==> config.mk <==
export PLATFORM = sky130hd
export DESIGN_NAME = arp_frame_tx
export DESIGN_NICKNAME = d
export VERILOG_FILES = /design/src/rtl/arp_frame_tx.sv
export SDC_FILE = /design/constraint.sdc
export NUM_CORES = 1
export LEC_CHECK = 0
export ABC_AREA = 0
export CORE_ASPECT_RATIO = 1.5
export CORE_MARGIN = 5
export CORE_UTILIZATION = 30
export CTS_BUF_LIST = sky130_fd_sc_hd__clkbuf_4
export DETAILED_ROUTE_END_ITERATION = 10
export GPL_TIMING_DRIVEN = 0
export HOLD_SLACK_MARGIN = 0.15
export SYNTH_ARGS = -nofsm -noshare
export SYNTH_HDL_FRONTEND = slang
export SYNTH_SLANG_ARGS = --single-unit
==> constraint.sdc <==
create_clock -name aclk -period 3.4 [get_ports aclk]
set_input_delay 0.85 -clock aclk [delete_from_list [all_inputs] [get_ports aclk]]
set_output_delay 0.85 -clock aclk [all_outputs]
set_load 0.005 [all_outputs]
==> src/rtl/arp_frame_tx.sv <==
// ---------------------------------------------------------------------------
// arp_frame_tx
// Serialises one Ethernet II + ARP frame (request or reply) MSB-first onto an
// 8-bit AXI-Stream master. The FCS is left to the MAC.
//
// Ports:
//   aclk, aresetn        clock, asynchronous active-low reset
//   arp_tx_start         level request from the arbiter, held until done seen
//   arp_oper             1 = request (opcode 1), 0 = reply (opcode 2)
//   local_mac/local_ip   own addresses (SHA/SPA, Ethernet source)
//   target_mac/target_ip peer addresses (THA/TPA; MAC ignored for requests)
//   m_axis_*             8-bit AXI-Stream master towards the MAC TX path
//   arp_data_tx_done     frame fully accepted; held until arp_tx_start low
//   tx_busy              high while sending or waiting for start to drop
// ---------------------------------------------------------------------------
module arp_frame_tx #(
   parameter bit PAD_TO_MIN = 1'b1
) (
   input  logic        aclk,
   input  logic        aresetn,
   input  logic        arp_tx_start,
   input  logic        arp_oper,
   input  logic [47:0] local_mac,
   input  logic [31:0] local_ip,
   input  logic [47:0] target_mac,
   input  logic [31:0] target_ip,
   output logic [7:0]  m_axis_tdata,
   output logic        m_axis_tvalid,
   input  logic        m_axis_tready,
   output logic        m_axis_tlast,
   output logic        arp_data_tx_done,
   output logic        tx_busy
);

   localparam logic [5:0] LAST_IDX = PAD_TO_MIN ? 6'd59 : 6'd41;

   typedef enum logic [1:0] {StIdle, StSend, StDone} state_t;

   state_t      state_q;
   logic [5:0]  cnt_q;
   logic [5:0]  cnt_nxt;
   logic        oper_q;
   logic [47:0] lmac_q;
   logic [31:0] lip_q;
   logic [47:0] tmac_q;
   logic [31:0] tip_q;

   assign cnt_nxt = cnt_q + 6'd1;

   // Byte at offset idx of the frame; anything past the ARP body is padding.
   function automatic logic [7:0] frame_byte(input logic [5:0]  idx,
                                             input logic        oper,
                                             input logic [47:0] smac,
                                             input logic [31:0] sip,
                                             input logic [47:0] tmac,
                                             input logic [31:0] tip);
      logic [47:0]  dest;
      logic [47:0]  tha;
      logic [335:0] hdr;
      logic [335:0] sh;
      dest = oper ? 48'hFFFF_FFFF_FFFF : tmac;
      tha  = oper ? 48'h0 : tmac;
      hdr  = {dest, smac, 16'h0806, 16'h0001, 16'h0800, 8'h06, 8'h04,
              8'h00, (oper ? 8'h01 : 8'h02), smac, sip, tha, tip};
      sh   = '0;
      frame_byte = 8'h00;
      if (idx < 6'd42) begin
         // Shift the wanted byte down to the bottom: offset 41 is the LSB.
         sh = hdr >> {(6'd41 - idx), 3'b000};
         frame_byte = sh[7:0];
      end
   endfunction

   always_ff @(posedge aclk or negedge aresetn) begin
      if (!aresetn) begin
         state_q          <= StIdle;
         cnt_q            <= '0;
         oper_q           <= 1'b0;
         lmac_q           <= '0;
         lip_q            <= '0;
         tmac_q           <= '0;
         tip_q            <= '0;
         m_axis_tdata     <= '0;
         m_axis_tvalid    <= 1'b0;
         m_axis_tlast     <= 1'b0;
         arp_data_tx_done <= 1'b0;
         tx_busy          <= 1'b0;
      end else begin
         unique case (state_q)
            StIdle: begin
               if (arp_tx_start) begin
                  state_q       <= StSend;
                  cnt_q         <= '0;
                  oper_q        <= arp_oper;
                  lmac_q        <= local_mac;
                  lip_q         <= local_ip;
                  tmac_q        <= target_mac;
                  tip_q         <= target_ip;
                  // Byte 0 comes straight from the inputs being latched now.
                  m_axis_tdata  <= frame_byte(6'd0, arp_oper, local_mac, local_ip,
                                              target_mac, target_ip);
                  m_axis_tvalid <= 1'b1;
                  m_axis_tlast  <= 1'b0;
                  tx_busy       <= 1'b1;
               end
            end
            StSend: begin
               if (m_axis_tvalid && m_axis_tready) begin
                  if (m_axis_tlast) begin
                     state_q          <= StDone;
                     m_axis_tvalid    <= 1'b0;
                     m_axis_tlast     <= 1'b0;
                     arp_data_tx_done <= 1'b1;
                  end else begin
                     cnt_q        <= cnt_nxt;
                     m_axis_tdata <= frame_byte(cnt_nxt, oper_q, lmac_q, lip_q,
                                                tmac_q, tip_q);
                     m_axis_tlast <= (cnt_nxt == LAST_IDX);
                  end
               end
            end
            StDone: begin
               // Leaving only on a low start prevents a resend from a held level.
               if (!arp_tx_start) begin
                  state_q          <= StIdle;
                  arp_data_tx_done <= 1'b0;
                  tx_busy          <= 1'b0;
               end
            end
            default: begin
               state_q <= StIdle;
            end
         endcase
      end
   end

endmodule

==> flow_summary.ini, run 1 <==
[cells_and_area]
multi_input_area_sq_mm = 0.00467
layout.nets = 1099
fillerInstances = 3006
area_growth_pct = 30.2
fin_cells = 1348
mostFrequentLayoutCell = mux2_2
sequential_cell_area_sq_mm = 0.00453
most-common-layout-cells = mux2_2 (185), dfrtp_1 (180), clkdlybuf4s50_1 (175)
share_of_final_layout_standard_cells_stronger_than_drive_strength_1 = 0.320

[sta]
fmax_mhz = 301
fin_skew_ps = 25.7
period_needed_ps = 3320
postLayoutSetupSlackWorst_ps = 80.6
post-route-period-util = 0.976
hold_viol = 0
timing.max_slew.rel_slack = 0.366
final.hold.worst_slack_ps = 204
worstMarginPinSlew_ps = 951
unrepaired_setup_endpoints_after_global_routing = false
setup_total_negative_slack_ps = 0
setup_violations = 0
slew_viol_final = 0

[global_routing]
first_global_vias = 7479
grt_first_pass_wirelength_mm = 46.1
gr-total-overflow = 0
grt_start_max_net_pins = 92
grtUsageTotal = 0.179
antenna_found_initial = 1

[drt]
drtIter0Drc = 312
routed_via_density = 5.12
detail_route.drc_violations = 0
detail_route.wl_per_cell_microns = 23.1
detail_route.first_pass.iterations = 4
wirelength_mm = 31.2
via_count = 6900
postRouteAntennaNets = 0

[clock_network]
cts_root_buf = clkbuf_4
tritoncts_clock_tree = yes
worst_setup_hold_path_clk_slew_ps = 150
cts-hold-fix-buffers = 0
cts_buffers = 17
clock-sinks = 181
h-tree-depth = 4
cts-root-to-sink-buffers = 2
worst_skew_pair.late_latency_ps = 630

[power]
peakVddDrop_mv = 0.408
leakage_nw = 4.82
pwr_density_cell_mw_per_mm2 = 973

[critical_path]
highest_net_fanout_along_the_worst_path = 10
arrival_ps = 3820
cp-start-kind = flop
critPathKind = reg -> reg
required_ps = 3900
worstSetupEndpointType = flop

[die]
die_h_microns = 226
effective_utilization_at_floorplan = 0.302
coreArea_sq_mm = 0.0309
ioPinCount = 177
dieWidth_microns = 154
die-area_sq_mm = 0.0349
std_cell_rows = 79

[placed_design]
placed_cells_incl_taps = 1309
detailed_place_hpwl_mm = 24.2
place.port_buffers = 176
placer_s_final_routability_congestion_estimate = 0.920
place_worst_setup_slack_ps = -1190

[logic_synthesis]
synth-main-ff-cell = dfrtp_1
netlist-cell-type-count = 66
yosys_warnings = 0
synthArstFlopShare = 1.00
synth_enable_flop_cells = 0
post_synth.cell_area_avg_sq_um = 12.9
syn-cell-area_sq_mm = 0.00935
yosysSeqAreaShare = 0.485
syn_nets = 896
synthCells = 727
synth.ff_latch_count = 181

[worst_hold_path]
worstHoldPathType = in -> async

[run]
cap_violations = 0

[status]
outcome = finished clean
-- power breakdown --
group          switching (mW)  internal [mW]  leakage, nW  total (mW)
sequential              0.503           2.96         2.13        3.46
clock                   0.737          0.521        0.151        1.26
combinational            3.82           3.30         2.53        7.12
-- logic make-up after synthesis --
group | Yosys count | share of synthesized area
simple gates | 94 | 0.0503
xor+xnor | 10 | 0.0186
compound gates | 138 | 0.102
flops | 181 | 0.485
buf+inv | 58 | 0.0277
fa+ha+maj | 4 | 0.00535
mux | 242 | 0.311
-- worst max-delay path, cell delays in order, from the launching register on --
cell and delay (ps):
dfrtp_2 480, buf_12 150, buf_12 150, buf_12 160
inv_1 170, ha_4 250, ha_4 320, mux2_2 340
a221oi_1 300, nor2_1 90, mux4_1 530, nand3_2 120
o2111ai_1 110
-- synthesized netlist by cell type, drive strengths merged (4+ instances only) --
master	number	area share
nand2b	5	0.0033
o21ai	26	0.014
buf	25	0.014
and3	4	0.0027
nand3	7	0.0043
a211oi	4	0.0046
a21o	4	0.0032
ha	4	0.0054
nand2	26	0.010
mux4	20	0.049
a21oi	30	0.016
nor2	21	0.0084
o211ai	4	0.0032
o22ai	15	0.010
xnor2	5	0.0075
dfrtp	181	0.48
mux2i	37	0.040
a221oi	11	0.011
inv	6	0.0024
nor3	12	0.0064
o221ai	17	0.016
clkbuf	27	0.011
mux2	185	0.22
-- metal layers --
metal  up-vias  wire length (microns)  track usage
met1      3460                  11600        0.201
li1       3173                      -            -
met3        62                   1530       0.0359
met5         -                      0            0
met4         0                   1500       0.0966
met2       205                  16600        0.318
-- layout make-up --
| type | count | area share |
|---|---|---|
| flip-flops and latches | 181 | 0.372 |
| inverters | 6 | 0.00185 |
| repair buffers | 187 | 0.154 |
| well taps | 405 | 0.0416 |
| clock inverters | 11 | 0.0111 |
| clock buffers | 20 | 0.0123 |
| diodes | 1 | 0.000206 |
| multi-input cells | 488 | 0.383 |
| plain buffers | 49 | 0.0237 |
-- sequential cells by signal, summed over array words and instances (netlist names) --
signal            count
tip_q                32
m_axis_tdata          8
tmac_q               48
state_q               2
lmac_q               48
m_axis_tvalid         1
lip_q                32
tx_busy               1
m_axis_tlast          1
oper_q                1
arp_data_tx_done      1
cnt_q                 6
-- path summary, 6_finish.rpt --
path,from,endpoint,slack [ps],cells after the start
worst max-delay path,cnt_q[0],m_axis_tdata[0],80,12
worst min-delay path,aresetn,lip_q[21],200,1
worst max register to register,cnt_q[0],m_axis_tdata[0],80,12
worst min register to register,tip_q[25],tip_q[25],520,1
max in group asynchronous,aresetn,lmac_q[28],2250,2
min in group aclk,tip_q[25],tip_q[25],520,1
-- metrics by stage --
| step | utilization | instance area [sq um] | power (mW) |
|---|---|---|---|
| CTS | 0.391 | 12100 | 11.7 |
| global placement | 0.375 | 11600 | 9.99 |
| floorplan | - | 9350 | 7.73 |
| finish | 0.393 | 12200 | 11.8 |
| global route | 0.393 | 12200 | 12.5 |
| detailed placement | 0.376 | 11600 | 10.1 |
-- repair_timing --
item                                    CTS  global route
buffers inserted                          5             5
gates cloned                              0             0
endpoints found under the setup margin    9            14
pin swaps                                 1             1
gates resized for setup                  33            16
Note: power is estimated with default switching activity, not from simulation.
==> run 2, diff against run 1 <==
--- a/config.mk
+++ b/config.mk
@@ -13,6 +13,7 @@
 export DETAILED_ROUTE_END_ITERATION = 10
 export GPL_TIMING_DRIVEN = 0
 export HOLD_SLACK_MARGIN = 0.15
+export PLACE_DENSITY = 0.51
 export SYNTH_ARGS = -nofsm -noshare
 export SYNTH_HDL_FRONTEND = slang
 export SYNTH_SLANG_ARGS = --single-unit
==> run 2 against run 1 <==
Against the previous run: fmax increased by 2.1%; clock power decreased by 4%; routed wire length increased by 1.8%; critical path depth unchanged; setup slack improved by 69 ps; core utilization decreased by 0.25 points; combinational power decreased by 1%; final area decreased by 0.65%; sequential power about the same; via count about the same.
==> flow_summary.ini, run 2 (synthesis gave the netlist of run 1 again) <==
[cells_and_area]
multi_input_area_sq_mm = 0.00465
mostFrequentLayoutCell = mux2_2
fillerInstances = 3060
most-common-layout-cells = mux2_2 (185), dfrtp_1 (180), clkdlybuf4s50_1 (175)
sequential_cell_area_sq_mm = 0.00453
share_of_final_layout_standard_cells_stronger_than_drive_strength_1 = 0.313
fin_cells = 1344
fin_util = 0.391
area_growth_pct = 29.4
layout_top_registers = lmac_q (48), tmac_q (48)
layout.nets = 1093

[global_routing]
grt_start_max_net_pins = 98
grt_first_pass_wirelength_mm = 46.9
antenna_found_initial = 2
grtUsageTotal = 0.182
first_global_vias = 7416
gr-total-overflow = 0

[critical_path]
highest_net_fanout_along_the_worst_path = 10
arrival_ps = 3810
critPathKind = reg -> reg
critPathMostFrequentCell = buf_12
worstSetupEndpointType = flop
cpPeakStageDelay_ps = 440
crit_path_cell_trace = buf_12 > buf_12 > buf_12 > clkinvlp_4 > ha_4 > buf_4 > a211oi_4 > buf_4 > xnor2_2 > or3_1 > a221oi_2 > o22a_1
timing.critical_path.max_delay_family = buffers and inverters
cp-start-kind = flop
buffers_inverters_on_critical_path = 6
startpoint = cnt_q[0]
required_ps = 3960
timing.rr.start = cnt_q[0]
cpMaxStageDelayCell = dfrtp_2

[die]
ioPinCount = 177
die_h_microns = 226
coreArea_sq_mm = 0.0309
die-area_sq_mm = 0.0349
std_cell_rows = 79
effective_utilization_at_floorplan = 0.302
dieWidth_microns = 154

[placed_design]
place.port_buffers = 176
placed_cells_incl_taps = 1309
placer_s_final_routability_congestion_estimate = 0.932
place_worst_setup_slack_ps = -1310
detailed_place_hpwl_mm = 24.6

[clock_network]
worst_skew_pair.late_latency_ps = 630
cts-root-to-sink-buffers = 2
worst_setup_hold_path_clk_slew_ps = 170
cts_root_buf = clkbuf_4
tritoncts_clock_tree = yes
h-tree-depth = 4
clock-sinks = 181
cts-hold-fix-buffers = 0
cts_buffers = 17

[sta]
postLayoutSetupSlackWorst_ps = 150
timing.max_slew.rel_slack = 0.429
setup_violations = 0
unrepaired_setup_endpoints_after_global_routing = false
period_needed_ps = 3250
worstMarginPinSlew_ps = 857
slew_viol_final = 0
fin_skew_ps = 37.1
fmax_mhz = 308
post-route-period-util = 0.956
setup_total_negative_slack_ps = 0
hold_viol = 0

[drt]
detail_route.first_pass.iterations = 5
detail_route.wl_per_cell_microns = 23.6
drtIter0Drc = 349
postRouteAntennaNets = 0
wirelength_mm = 31.7
via_count = 6903
routed_via_density = 5.14
detail_route.drc_violations = 0

[worst_hold_path]
worstHoldPathType = in -> async

[power]
leakage_nw = 4.76
peakVddDrop_mv = 0.489
pwr_density_cell_mw_per_mm2 = 966

[status]
outcome = finished clean

[run]
cap_violations = 0
-- run 2: cell count changes in the layout (fill, tap and decap cells not counted), moves of 2 or more --
cell,change
clkinvlp_4,+2
clkbuf_1,+2
a221oi_2,+2
buf_6,+2
buf_4,-7
nor4b_2,-2
clkbuf_4,-2
nor4b_1,+2
a221oi_1,-2
-- run 2: repair_timing --
item | CTS | global route
setup endpoints to repair | 9 | 14
buffers inserted | 4 | 0
resized for setup | 30 | 16
pin swaps | 1 | 0
-- run 2: stage by stage --
step / power, mW / instance area [sq um] / hold WS [ps]
after floorplan: 7.73 / 9350 / 475
after global placement: 10.1 / 11600 / 478
after detailed placement: 10.1 / 11600 / 486
after CTS: 11.6 / 12100 / 200
after global routing: 12.4 / 12100 / 228
final: 11.7 / 12100 / 227
-- run 2: per-layer routing --
layer	vias to the layer above	wire, microns	part of all wire	GRT usage
li1	3153	-	-	-
met1	3515	12100	0.38	0.208
met2	196	17400	0.55	0.338
met3	39	1310	0.041	0.0316
met4	0	939	0.030	0.0684
met5	-	0	0	0
-- run 2: final cells by class --
class                   count  share of cell area
inverters                   6             0.00217
clock buffers              20              0.0124
repair buffers            181               0.151
clock inverters            12             0.00931
well taps                 405              0.0419
multi-input cells         488               0.384
plain buffers              49              0.0241
diodes                      2            0.000414
flip-flops and latches    181               0.375
-- run 2: path summary, 6_finish.rpt --
check	to	slack, ps	cells after the start
min in group aclk	m_axis_tdata[0]	510	2
worst min-delay path	tip_q[29]	230	1
worst max register to register	m_axis_tdata[2]	150	12
worst min register to register	m_axis_tdata[0]	510	2
worst max-delay path	m_axis_tdata[2]	150	12
max in group asynchronous	lip_q[19]	2220	2
-- run 2: power breakdown --
group,internal [mW],switching (mW),leakage (nW)
logic,3.20,3.82,2.49
registers,2.96,0.494,2.13
clock network,0.446,0.761,0.139
total,6.61,5.07,4.76
==> run 3, diff against run 2 <==
--- a/config.mk
+++ b/config.mk
@@ -6,6 +6,8 @@
 export NUM_CORES = 1
 export LEC_CHECK = 0
 export ABC_AREA = 0
+export CELL_PAD_IN_SITES_DETAIL_PLACEMENT = 2
+export CELL_PAD_IN_SITES_GLOBAL_PLACEMENT = 2
 export CORE_ASPECT_RATIO = 1.5
 export CORE_MARGIN = 5
 export CORE_UTILIZATION = 30
@@ -13,7 +15,7 @@
 export DETAILED_ROUTE_END_ITERATION = 10
 export GPL_TIMING_DRIVEN = 0
 export HOLD_SLACK_MARGIN = 0.15
-export PLACE_DENSITY = 0.51
+export PLACE_DENSITY = 0.71
 export SYNTH_ARGS = -nofsm -noshare
 export SYNTH_HDL_FRONTEND = slang
 export SYNTH_SLANG_ARGS = --single-unit
==> constraint.sdc (replaced) <==
create_clock -name aclk -period 2.6 [get_ports aclk]
set_input_delay 0.65 -clock aclk [delete_from_list [all_inputs] [get_ports aclk]]
set_output_delay 0.65 -clock aclk [all_outputs]
set_load 0.005 [all_outputs]
==> run 3 against run 2 <==
Against the previous run: the run now ends with setup timing left; routed wire length rose by 11%; first-iteration DRC count fell by 4.9%; power up 58%; largest cell class unchanged.
==> flow_summary.ini, run 3 (synthesis gave the netlist of run 1 again) <==
[die]
dieWidth_microns = 154
coreArea_sq_mm = 0.0309
die-area_sq_mm = 0.0349
effective_utilization_at_floorplan = 0.302
ioPinCount = 177
die_h_microns = 226
std_cell_rows = 79

[critical_path]
cpMaxStageDelayCell = mux4_2
worst_setup_path_endpoint = m_axis_tdata[0]
worstSetupEndpointType = flop
cpPeakStageDelay_ps = 520
startpoint = cnt_q[0]
worst_r2r_endpoint = m_axis_tdata[0]
crit_path_cell_trace = buf_12 > buf_12 > clkinv_8 > ha_4 > ha_4 > mux2_4 > a221oi_2 > nor2_1 > mux4_2 > nand3_2 > o2111ai_2
highest_net_fanout_along_the_worst_path = 7
timing.rr.start = cnt_q[0]
required_ps = 3140
reg2regPathDepth = 11
arrival_ps = 3420
timing.reg2reg.setup_slack_ps = -290
cp-start-kind = flop
critPathKind = reg -> reg

[global_routing]
antenna_found_initial = 2
gr-total-overflow = 0
grt_start_max_net_pins = 93
grt_first_pass_wirelength_mm = 52.6
first_global_vias = 8358
grtUsageTotal = 0.204

[sta]
final.hold.worst_slack_ps = 517
postLayoutSetupSlackWorst_ps = -286
unrepaired_setup_endpoints_after_global_routing = true
setup_violations = 8
slew_viol_final = 0
period_needed_ps = 2890
hold_viol = 0
post-route-period-util = 1.11
worstMarginPinSlew_ps = 856
fmax_mhz = 346
timing.max_slew.rel_slack = 0.425
fin_skew_ps = 24.6

[cells_and_area]
fin_util = 0.416
fin_area_sq_mm = 0.0129
fillerInstances = 3124
mostFrequentLayoutCell = mux2_2
most-common-layout-cells = mux2_2 (184), dfrtp_1 (179), clkdlybuf4s50_1 (175)
share_of_final_layout_standard_cells_stronger_than_drive_strength_1 = 0.385
layout.nets = 1116
area_growth_pct = 37.6
layout_top_registers = lmac_q (48), tmac_q (48)

[power]
pwr_density_cell_mw_per_mm2 = 1440
leakage_nw = 5.07
peakVddDrop_mv = 0.545
finalPower_mw = 18.5

[clock_network]
worst_setup_hold_path_clk_slew_ps = 150
cts_root_buf = clkbuf_4
h-tree-depth = 4
tritoncts_clock_tree = yes
clock-sinks = 181
cts-root-to-sink-buffers = 2
cts_buffers = 17
worst_skew_pair.late_latency_ps = 670

[placed_design]
placed_cell_area_sq_mm = 0.0118
detailed_place_hpwl_mm = 26.4
place.port_buffers = 176
placer_s_final_routability_congestion_estimate = 0.876

[drt]
detail_route.drc_violations = 0
postRouteAntennaNets = 0
via_count = 7165
drtIter0Drc = 332
wirelength_mm = 35.3
detail_route.wl_per_cell_microns = 25.8
routed_via_density = 5.24
detail_route.first_pass.iterations = 4

[run]
cap_violations = 0

[status]
outcome = finished, violations left
failed_checks = setup timing

[worst_hold_path]
worstHoldPathType = reg -> reg
-- run 3: how the worst min path moves through the flow --
stage	start	slack (ps)	cells after the start	end
finish	lmac_q[17]	520	1	lmac_q[17]
global route	local_mac[46]	510	2	lmac_q[46]
CTS	local_ip[12]	510	2	lip_q[12]
detailed placement	lmac_q[17]	490	1	lmac_q[17]
global placement	lmac_q[17]	480	1	lmac_q[17]
floorplan	aresetn	350	0	arp_data_tx_done
-- run 3: through the flow --
| stage | worst slack [ps] | cells | TNS (ps) |
|---|---|---|---|
| final | -286 | 1367 | -1210 |
| after global routing | -349 | 1367 | -1870 |
| after CTS | -363 | 1360 | -2140 |
| after detailed placement | -1290 | 1309 | -136640 |
| after global placement | -7730 | 1308 | -1397460 |
| after floorplan | -138 | 727 | -290 |
-- run 3: per-layer routing --
metal	up-vias	GRT usage	wire, microns
met3	44	0.0408	1300
met5	-	0	0
met2	175	0.388	19800
met1	3739	0.220	13100
met4	0	0.0812	1140
li1	3207	-	-
-- run 3: worst max-delay path: cells and delay by family (launching register included) --
kind	cells	cell delay, ps
buffers and inverters	3	330
adders and majority gates	2	540
AOI/OAI and AO/OA	2	390
muxes	2	840
DFF	1	470
and+or+nand+nor	2	200
-- run 3: repair_timing --
| action | in CTS | in global routing |
|---|---|---|
| pin swaps | 30 | 18 |
| endpoints found under the hold margin | 89 | 0 |
| gates resized for setup | 68 | 48 |
| cloned | 1 | 0 |
| setup buffers | 19 | 7 |
| hold buffers | 1 | 0 |
| setup endpoints to repair | 126 | 48 |
-- run 3: final cells by class --
type	instances	area, sq um	share of cell area
antenna	3	7.51	0.000584
clock buffer	17	128	0.00992
timing repair buffer	205	2080	0.162
clock inverter	14	256	0.0199
tap	405	507	0.0394
multi-input combinational	488	4940	0.384
sequential	181	4530	0.352
buffer	48	380	0.0296
inverter	6	35.0	0.00272
-- run 3: power by group --
| part | switching [mW] | leakage, nW | internal [mW] |
|---|---|---|---|
| clock network | 1.05 | 0.195 | 1.04 |
| logic | 6.09 | 2.75 | 5.71 |
| registers | 0.701 | 2.13 | 3.87 |
